**src/rtl/rng_reader.sv**
```systemverilog
`default_nettype none
// ============================================================================
// Module   : rng_reader
// Brief    : XOR-fold conditioner, repetition-count health test and FWFT
//            output FIFO for the raw LHCA RNG state. Optional macro
//            RNG_APT_EN adds an adaptive-proportion test on raw_i[0].
// Revision : 1.0 - initial release
// ============================================================================
module rng_reader #(
  parameter int WIDTH         = 32,
  parameter int FOLD          = 4,
  parameter int FIFO_DEPTH    = 4,
  parameter int WARMUP_CYCLES = 16,
  parameter int RCT_LIMIT     = 8
) (
  input  logic                              clk,
  input  logic                              rst,
  input  logic                              en_i,
  input  logic [WIDTH-1:0]                  raw_i,
  input  logic                              clr_fail_i,
  output logic                              rnd_valid_o,
  input  logic                              rnd_ready_i,
  output logic [WIDTH-1:0]                  rnd_data_o,
  output logic [$clog2(FIFO_DEPTH+1)-1:0]   fifo_level_o,
  output logic                              health_fail_o
);

  localparam int c_lvl_w = $clog2(FIFO_DEPTH+1);
  localparam int c_ptr_w = $clog2(FIFO_DEPTH);
  localparam int c_wrm_w = $clog2(WARMUP_CYCLES+1);
  localparam int c_fld_w = $clog2(FOLD+1);
  localparam int c_run_w = $clog2(RCT_LIMIT+1);

  typedef enum logic [1:0] {
    S_IDLE    = 2'd0,
    S_WARMUP  = 2'd1,
    S_COLLECT = 2'd2,
    S_FAIL    = 2'd3
  } state_t;

  state_t               r_state;
  logic [c_wrm_w-1:0]   r_warm;
  logic [WIDTH-1:0]     r_acc;
  logic [c_fld_w-1:0]   r_fold;
  logic [WIDTH-1:0]     r_prev;
  logic                 r_prev_ok;
  logic [c_run_w-1:0]   r_run;
  logic                 r_fail;
  logic [WIDTH-1:0]     r_mem [FIFO_DEPTH];
  logic [c_ptr_w-1:0]   r_wptr;
  logic [c_ptr_w-1:0]   r_rptr;
  logic [c_lvl_w-1:0]   r_level;

  logic                 w_pop;
  logic                 w_can_push;
  logic                 w_consume;
  logic                 w_same;
  logic [c_run_w-1:0]   w_run_next;
  logic                 w_rct_trip;
  logic                 w_apt_trip;
  logic                 w_trip;
  logic                 w_fold_done;
  logic                 w_push;
  logic                 w_flush;
  logic                 w_enter_warmup;
  logic [WIDTH-1:0]     w_word;

  assign w_pop          = (r_level != '0) && rnd_ready_i;
  assign w_can_push     = (r_level != c_lvl_w'(FIFO_DEPTH)) || w_pop;
  assign w_consume      = en_i && ((r_state == S_WARMUP) ||
                                   ((r_state == S_COLLECT) && w_can_push));
  assign w_same         = r_prev_ok && (raw_i == r_prev);
  assign w_run_next     = w_same ? r_run + 1'b1 : c_run_w'(1);
  assign w_rct_trip     = w_consume && (w_run_next == c_run_w'(RCT_LIMIT));
  assign w_trip         = w_rct_trip || w_apt_trip;
  assign w_fold_done    = (r_fold == c_fld_w'(FOLD-1));
  assign w_word         = r_acc ^ raw_i;
  // A sample that trips a health test never reaches the FIFO.
  assign w_push         = w_consume && (r_state == S_COLLECT) && w_fold_done && !w_trip;
  assign w_flush        = (r_state == S_FAIL) || w_trip;
  assign w_enter_warmup = en_i && ((r_state == S_IDLE) ||
                                   ((r_state == S_FAIL) && clr_fail_i));

`ifdef RNG_APT_EN
  logic [5:0] r_apt_n;
  logic [6:0] r_apt_ones;
  logic [6:0] w_ones_next;

  assign w_ones_next = r_apt_ones + {6'd0, raw_i[0]};
  assign w_apt_trip  = w_consume && (r_apt_n == 6'd63) &&
                       ((w_ones_next < 7'd16) || (w_ones_next > 7'd48));

  always_ff @(posedge clk or posedge rst) begin
    if (rst) begin
      r_apt_n    <= '0;
      r_apt_ones <= '0;
    end else if (w_enter_warmup) begin
      r_apt_n    <= '0;
      r_apt_ones <= '0;
    end else if (w_consume) begin
      if (r_apt_n == 6'd63) begin
        r_apt_n    <= '0;
        r_apt_ones <= '0;
      end else begin
        r_apt_n    <= r_apt_n + 1'b1;
        r_apt_ones <= w_ones_next;
      end
    end
  end
`else
  assign w_apt_trip = 1'b0;
`endif

  always_ff @(posedge clk or posedge rst) begin
    if (rst) begin
      r_state   <= S_IDLE;
      r_warm    <= '0;
      r_acc     <= '0;
      r_fold    <= '0;
      r_prev    <= '0;
      r_prev_ok <= 1'b0;
      r_run     <= '0;
      r_fail    <= 1'b0;
    end else begin
      case (r_state)
        S_IDLE: begin
          if (en_i) r_state <= S_WARMUP;
        end
        S_WARMUP, S_COLLECT: begin
          if (!en_i) begin
            r_state <= S_IDLE;
            r_acc   <= '0;
            r_fold  <= '0;
          end else if (w_consume) begin
            r_prev    <= raw_i;
            r_prev_ok <= 1'b1;
            r_run     <= w_run_next;
            if (w_trip) begin
              r_state <= S_FAIL;
              r_fail  <= 1'b1;
            end else if (r_state == S_WARMUP) begin
              r_warm <= r_warm + 1'b1;
              if (r_warm == c_wrm_w'(WARMUP_CYCLES-1)) r_state <= S_COLLECT;
            end else if (w_fold_done) begin
              r_acc  <= '0;
              r_fold <= '0;
            end else begin
              r_acc  <= w_word;
              r_fold <= r_fold + 1'b1;
            end
          end
        end
        S_FAIL: begin
          if (clr_fail_i) begin
            r_fail  <= 1'b0;
            r_state <= en_i ? S_WARMUP : S_IDLE;
          end
        end
        default: r_state <= S_IDLE;
      endcase
      // Every entry into warm-up starts from a clean history.
      if (w_enter_warmup) begin
        r_warm    <= '0;
        r_acc     <= '0;
        r_fold    <= '0;
        r_prev_ok <= 1'b0;
        r_run     <= '0;
      end
    end
  end

  always_ff @(posedge clk or posedge rst) begin
    if (rst) begin
      r_wptr  <= '0;
      r_rptr  <= '0;
      r_level <= '0;
    end else if (w_flush) begin
      r_wptr  <= '0;
      r_rptr  <= '0;
      r_level <= '0;
    end else begin
      if (w_push) r_wptr <= r_wptr + 1'b1;
      if (w_pop)  r_rptr <= r_rptr + 1'b1;
      r_level <= r_level + c_lvl_w'(w_push) - c_lvl_w'(w_pop);
    end
  end

  always_ff @(posedge clk) begin
    if (w_push) r_mem[r_wptr] <= w_word;
  end

  assign rnd_valid_o   = (r_level != '0);
  assign rnd_data_o    = rnd_valid_o ? r_mem[r_rptr] : '0;
  assign fifo_level_o  = r_level;
  assign health_fail_o = r_fail;

endmodule
`default_nettype wire

```
**config.mk**
```make
export PLATFORM = sky130hd
export DESIGN_NAME = rng_reader
export DESIGN_NICKNAME = d
export VERILOG_FILES = /design/src/rtl/rng_reader.sv
export SDC_FILE = /design/constraint.sdc
export NUM_CORES = 1
export LEC_CHECK = 0
export BUFFER_PORTS_ARGS = -buffer_cell sky130_fd_sc_hd__buf_4
export CORE_AREA = 2 2 130 132
export CTS_CLUSTER_DIAMETER = 80
export DETAILED_ROUTE_END_ITERATION = 8
export DIE_AREA = 0 0 132 134
export GPL_TIMING_DRIVEN = 1
export PLACE_DENSITY = 0.77
export SETUP_SLACK_MARGIN = 0.02
export SLEW_MARGIN = 0
export SYNTH_ARGS = -nofsm -noshare
export SYNTH_HDL_FRONTEND = slang
export SYNTH_SLANG_ARGS = --single-unit
export TNS_END_PERCENT = 1
```
**constraint.sdc**
```tcl
create_clock -name clk -period 6.7 [get_ports clk]
set_clock_uncertainty 0.2 [all_clocks]
set_input_delay 1.34 -clock clk [delete_from_list [all_inputs] [get_ports clk]]
set_output_delay 1.34 -clock clk [all_outputs]
set_load 0.03 [all_outputs]
```
Word-level counts from Yosys, hierarchy flattened
Memories as Yosys holds them, arrays and structs flattened.
Index checks and enable logic that the tools add are counted.
- register bits after elaboration: 87
- RAM bits: 128
- bits of input ports: 37
- logic and storage cells: 122
- memories: 1
- memory list (memory ; depth ; width ; rd ports ; clocked after memory_dff ; wr ports ; line ; RTL):
    r_mem ; 4 ; 32 ; 1 ; 0 ; 1 ; 49 ; logic [WIDTH-1:0] r_mem [FIFO_DEPTH];
- $add $sub $neg: 7
- equal/unequal tests: 20
- muxes and demuxes: 51
- bitwise operators: 1
- reduce and logical (&&, ||, !) cells: 31
- operators with widths (kind ; number):
    $mux 32 ; 8
    $eq 32x32->1 ; 1
    $xor 32x32->32 ; 1
    $mux 5 ; 6
    $mux 3 ; 8
    $mux 2 ; 11
    $mux 4 ; 5
    $reduce_and 5->1 ; 3
    $reduce_bool 2->1 ; 7
    $mux 1 ; 11
    $logic_and 1x1->1 ; 10
    $ne 2x2->1 const B ; 5
    $ne 3x3->1 const B ; 3
    $ne 4x4->1 const B ; 2
    $pmux 2 s3 ; 1
    $reduce_and 3->1 ; 2
    $add 5x1->5 const B ; 1
    $eq 5x4->1 const B ; 1
    $add 2x1->2 const B ; 2
    $add 4x1->4 const B ; 1
    $eq 2x2->1 const B ; 2
    $eq 4x4->1 const B ; 1
    $logic_or 1x1->1 ; 4
    $reduce_and 4->1 ; 1
    13 further kinds ; 13

Logic depth before layout (Yosys ltp)
- word-level depth: 12
- depth in mapped cells: 16
- mapped depth without buffers: 15

Worst setup path after synthesis
Ideal clock, no wire load.
- path type: input port to flip-flop
- start: input en_i
- end: register r_level[2], in the netlist fifo_level_o[2]
- setup time: 123 ps
- data arrival time: 3686 ps
- data required time: 6377 ps
- setup slack: 2691 ps
- stages: 14
- buffers on the path: 1
- cells stage by stage: buf_2 -> nand3b_1 -> or3_4 -> nor4_4 -> nor2_1 -> inv_1 -> ha_1 -> inv_1 -> ha_1 -> inv_1 -> fa_1 -> xor2_1 -> xnor2_1 -> nor2_1
- word-level cells in the longest chain between the ends: 7
- elaborated cells on any way between the ends: 10
- those cells by class: add/sub: 2; mux: 1; reduce/logical: 7
- RTL lines (what ; line ; RTL):
    from (decl) ; 18 ; input logic en_i,
    $logic_and 1x1->1 (*) ; 70 ; assign w_consume = en_i && ((r_state == S_WARMUP) ||
    $logic_and 1x1->1, on equally long branches ; 79, 74 ;
    $logic_and 1x1->1 / $logic_not 1->1 (equally long branches) ; 79 ; assign w_push = w_consume && (r_state == S_COLLECT) && w_fold_done && !w_trip;
    $logic_and 1x1->1 ; 79 ;
    $add 3x1->3 ; 184 ; r_level <= r_level + c_lvl_w'(w_push) - c_lvl_w'(w_pop);
    $sub 3x1->3 ; 184 ;
    $mux 3 (*) ; 177 ; end else if (w_flush) begin
    to (signal assigned) ; 184 ;
    to (decl) ; 52 ; logic [c_lvl_w-1:0] r_level;
Mark *: on every way between the ends. The rest lies on a longest branch, timed or not.
A chain may end at the register's enable or synchronous reset.

Worst setup path after layout
- start: register r_rptr[1]
- end: output rnd_data_o[23]
- word-level cells in the longest chain between the ends: 2
- RTL lines (what ; line ; RTL):
    from (decl) ; 51 ; logic [c_ptr_w-1:0] r_rptr;
    from (signal assigned) ; 183 ; if (w_pop) r_rptr <= r_rptr + 1'b1;
    $mem_v2 4x32 ; -- ;
    $mux 32 ; 193 ; assign rnd_data_o = rnd_valid_o ? r_mem[r_rptr] : '0;
    to (decl) ; 23 ; output logic [WIDTH-1:0] rnd_data_o,
No other way between the ends.

==> metrics.txt <==
# TYPE chip_impl_metric gauge
chip_impl_metric{name="layout_worst_path_cycle_share",unit=""} 0.6152
chip_impl_metric{name="vdd_ir_drop_max",unit="mV"} 0.2851
chip_impl_metric{name="antenna-diode-count",unit=""} 0
chip_impl_metric{name="yosys.cell_types.count",unit=""} 49
chip_impl_metric{name="detailedRoute.firstPassIterationCount",unit=""} 6
chip_impl_metric{name="io_pins",unit=""} 74
chip_impl_metric{name="post_cts_buffers",unit=""} 0
chip_impl_info{name="synth-main-ff-cell",value="sky130_fd_sc_hd__edfxtp_1"} 1
chip_impl_metric{name="rows",unit=""} 47
chip_impl_info{name="mostFrequentLayoutCells",value="128 x sky130_fd_sc_hd__edfxtp_1, 86 x sky130_fd_sc_hd__dfrtp_1, 82 x sky130_fd_sc_hd__buf_4"} 1
chip_impl_metric{name="grt_pass1_vias",unit=""} 5896
chip_impl_metric{name="number_of_buffers_added_on_ports",unit=""} 73
chip_impl_metric{name="num-fill-cells",unit=""} 1117
chip_impl_metric{name="clock_latency_on_the_worst_skew_pair",unit="ns"} 0.51
chip_impl_metric{name="post_synth_inst_count",unit=""} 657
chip_impl_metric{name="syn-cell-area",unit="mm²"} 0.009663
chip_impl_metric{name="power-per-cell-area",unit="mW/mm²"} 466.5
chip_impl_metric{name="timing.critical_path.required",unit="ns"} 5.16
chip_impl_metric{name="die_w",unit="µm"} 132
chip_impl_metric{name="multi_input_area",unit="mm²"} 0.003478
chip_impl_metric{name="placedInstanceArea",unit="mm²"} 0.01045
chip_impl_metric{name="timing.reg2reg.setup_slack",unit="ns"} 2.87
chip_impl_info{name="cts_root_buf",value="sky130_fd_sc_hd__clkbuf_16"} 1
chip_impl_info{name="worstHoldPathType",value="reg2reg"} 1
chip_impl_metric{name="fmax",unit="MHz"} 242.6
chip_impl_metric{name="die_height",unit="µm"} 134
chip_impl_metric{name="drt-total-wl",unit="mm"} 19.75
chip_impl_metric{name="drc_errors",unit=""} 0
chip_impl_metric{name="effective_utilization_at_floorplan",unit=""} 0.5932
chip_impl_metric{name="areaGrowthSynthToFinish",unit="%"} 15.76
chip_impl_metric{name="cts_repair_resize_count",unit=""} 0
chip_impl_metric{name="grt_pass1_wl",unit="mm"} 31.89
chip_impl_metric{name="critical_path_arrival",unit="ns"} 2.58
chip_impl_metric{name="cts_buffers",unit=""} 21
chip_impl_metric{name="place.gp.congestion",unit=""} 0.8201
chip_impl_info{name="status",value="complete, no violations"} 1
chip_impl_info{name="cpLargestDelayFamily",value="flip-flops"} 1
chip_impl_metric{name="fin_nets",unit=""} 787
chip_impl_metric{name="max_cap_viol_count",unit=""} 0
chip_impl_metric{name="dr.first_iter.drc_count",unit=""} 378
chip_impl_metric{name="layout.cell_area.non_filler",unit="mm²"} 0.01119
chip_impl_metric{name="grt_overflow",unit=""} 0
chip_impl_metric{name="post_cts_hold_buffer_count",unit=""} 0
chip_impl_metric{name="period_needed",unit="ns"} 4.122
chip_impl_metric{name="avgViaCountPerCell",unit=""} 5.786
chip_impl_metric{name="antenna_left",unit=""} 0
chip_impl_metric{name="final-max-slew-violation-count",unit=""} 0
chip_impl_info{name="cp_slowest_cell",value="sky130_fd_sc_hd__dfrtp_1"} 1
chip_impl_metric{name="count_of_flip_flops_with_a_built_in_enable_after_synthesis",unit=""} 128
chip_impl_info{name="clock_tree_from_tritoncts",value="yes"} 1
chip_impl_metric{name="core_region_area",unit="mm²"} 0.01629
chip_impl_metric{name="crit_fanout",unit=""} 17
chip_impl_metric{name="dp_hpwl",unit="mm"} 12.91
chip_impl_info{name="mostFrequentLayoutCell",value="sky130_fd_sc_hd__edfxtp_1"} 1
chip_impl_metric{name="synthesis.nets",unit=""} 711
chip_impl_info{name="worstSetupPathType",value="reg2out"} 1
chip_impl_metric{name="relSlewSlack",unit=""} 0.2149
chip_impl_metric{name="clkTransAtPathRegs",unit="ns"} 0.06
chip_impl_metric{name="seq_cells_post_synth",unit=""} 215
chip_impl_metric{name="via_count",unit=""} 5601
chip_impl_info{name="crit_chain",value="buf_4 > mux4_2 > and2_1 > buf_4"} 1
chip_impl_metric{name="dieArea",unit="mm²"} 0.01769
chip_impl_metric{name="synthesis_warnings",unit=""} 0
chip_impl_metric{name="leakagePower",unit="µW"} 0.004390
chip_impl_metric{name="hold_violations",unit=""} 0
chip_impl_info{name="setup_repair_after_global_routing_missed_its_margin",value="no"} 1
chip_impl_metric{name="synth-seq-area-share",unit=""} 0.6231
chip_impl_metric{name="synthArstFlopShare",unit=""} 0.4047
chip_impl_metric{name="syn_avg_cell_area",unit="µm²"} 14.71
chip_impl_metric{name="htreeDepth",unit=""} 1
chip_impl_info{name="setup.worst_path.end_class",value="output pin"} 1
chip_impl_metric{name="drive_above_1_share",unit=""} 0.2527
chip_impl_metric{name="cts_max_path_buffers",unit=""} 3
chip_impl_metric{name="grt_usage",unit=""} 0.2323
chip_impl_metric{name="worstPathBufferInverterCount",unit=""} 2
chip_impl_metric{name="final.setup.tns",unit="ns"} 0
chip_impl_info{name="start_kind",value="register"} 1
chip_impl_metric{name="number_of_failing_setup_endpoints_in_the_final_timing_report",unit=""} 0
chip_impl_metric{name="maximum_number_of_pins_on_one_net_before_global_route_repair",unit=""} 52
chip_impl_metric{name="cpPeakStageDelay",unit="ns"} 0.91
chip_impl_metric{name="cts_num_sinks",unit=""} 215
chip_impl_metric{name="reg_area",unit="mm²"} 0.006022
chip_impl_info{name="worst_path_most_repeated_cell",value="sky130_fd_sc_hd__buf_4"} 1
chip_impl_metric{name="drt-wirelength-per-cell",unit="µm"} 20.40
chip_impl_metric{name="antenna_found_initial",unit=""} 0
chip_impl_metric{name="worstMarginPinSlew",unit="ns"} 1.174
cell type report:
| cell class | instances | share of cell area |
|---|---|---|
| Multi-Input combinational cell | 399 | 0.3110 |
| Tap cell | 220 | 0.02461 |
| Inverter | 14 | 0.004810 |
| Timing Repair Buffer | 82 | 0.05503 |
| Clock buffer | 23 | 0.04765 |
| Clock inverter | 15 | 0.01857 |
| Sequential cell | 215 | 0.5384 |
Yosys cell counts, types with 2 or more instances:
cell | instances | area share
sky130_fd_sc_hd__edfxtp_1 | 128 | 0.40
sky130_fd_sc_hd__dfrtp_1 | 87 | 0.23
sky130_fd_sc_hd__nand2_1 | 80 | 0.031
sky130_fd_sc_hd__xor2_1 | 63 | 0.057
sky130_fd_sc_hd__and2_1 | 39 | 0.025
sky130_fd_sc_hd__mux2i_1 | 36 | 0.037
sky130_fd_sc_hd__mux2_2 | 32 | 0.037
sky130_fd_sc_hd__mux4_2 | 32 | 0.075
sky130_fd_sc_hd__clkbuf_1 | 19 | 0.0074
sky130_fd_sc_hd__ha_1 | 16 | 0.021
sky130_fd_sc_hd__inv_1 | 14 | 0.0054
sky130_fd_sc_hd__nor2_1 | 14 | 0.0054
sky130_fd_sc_hd__nor4_1 | 13 | 0.0084
sky130_fd_sc_hd__nand3_1 | 10 | 0.0052
sky130_fd_sc_hd__xnor2_1 | 8 | 0.0073
sky130_fd_sc_hd__nand4_1 | 6 | 0.0039
sky130_fd_sc_hd__nand2b_1 | 4 | 0.0026
sky130_fd_sc_hd__o211ai_1 | 4 | 0.0031
sky130_fd_sc_hd__a21oi_1 | 3 | 0.0016
sky130_fd_sc_hd__buf_1 | 3 | 0.0012
sky130_fd_sc_hd__buf_2 | 3 | 0.0016
sky130_fd_sc_hd__buf_6 | 3 | 0.0035
sky130_fd_sc_hd__nor2b_1 | 3 | 0.0019
sky130_fd_sc_hd__a32o_1 | 2 | 0.0021
sky130_fd_sc_hd__and3_1 | 2 | 0.0013
sky130_fd_sc_hd__mux2_1 | 2 | 0.0023
sky130_fd_sc_hd__nand3b_1 | 2 | 0.0016
sky130_fd_sc_hd__nand4b_1 | 2 | 0.0018
sky130_fd_sc_hd__nor3_1 | 2 | 0.0010
sky130_fd_sc_hd__nor4bb_1 | 2 | 0.0021
sky130_fd_sc_hd__o21ai_0 | 2 | 0.0010
sky130_fd_sc_hd__o221ai_1 | 2 | 0.0018
sky130_fd_sc_hd__or3_1 | 2 | 0.0013
sky130_fd_sc_hd__or4_1 | 2 | 0.0016
flip-flops by register name (all words and copies together) (netlist names):
register	flops
fifo_level_o	3
health_fail_o	1
r_acc	32
r_fold	3
r_mem	128
r_prev	32
r_prev_ok	1
r_rptr	2
r_run	4
r_state	2
r_warm	5
r_wptr	2
final timing paths:
path / from / end / cells after the start
setup / recovery: r_rptr[1] / rnd_data_o[23] / 4
hold / removal: r_warm[2] / r_warm[2] / 1
setup reg to reg: r_state[1] / fifo_level_o[2] / 15
hold reg to reg: r_warm[2] / r_warm[2] / 1
max in group asynchronous: rst / r_rptr[0] / 3
min in group asynchronous: rst / r_prev[21] / 2
routing by layer:
layer / vias up / track usage / part of all wire
met5: - / 0 / 0
met4: 0 / 0.06884 / 0.021
met3: 33 / 0.03212 / 0.052
met2: 176 / 0.3915 / 0.50
met1: 2852 / 0.3206 / 0.43
li1: 2540 / - / -
cell families after synthesis:
kind of cell               synth area share
and+or+nand+nor                     0.09996
buffers and inverters               0.01981
DFF                                  0.6231
xor gates and xnor gates            0.06435
adders and majority gates           0.02279
AOI/OAI and AO/OA                   0.01852
muxes                                0.1515
worst register-to-register path, delay by kind of cell, from the launching register on:
| family | cells | cell delay [ns] |
|---|---|---|
| adder cells (fa/ha/maj) | 4 | 1.08 |
| AND/OR/NAND/NOR | 4 | 1.25 |
| XOR/XNOR | 2 | 0.29 |
| flip-flops | 1 | 0.43 |
| AO/OA/AOI/OAI | 1 | 0.13 |
| buffers and inverters | 4 | 0.33 |
where the power goes:
part           total [µW]  internal [µW]  switching [µW]
Sequential           1960           1750             214
Clock                1270            772             495
Combinational        1990            847            1140
Total                5220           3370            1850
stage by stage:
stage	hold slack [ns]	util	cells	worst slack (ns)	total power, µW
final	0.3124	0.6867	968	2.578	5218
after CTS	0.3111	0.6867	968	2.495	5258
after floorplan	0.2656	-	657	2.691	3389
after detailed placement	0.2957	0.6412	930	2.064	3976
after global routing	0.3426	0.6867	968	2.355	5489
after global placement	0.2871	0.6412	930	2.154	3892
Note: power is estimated with default switching activity, not from simulation.
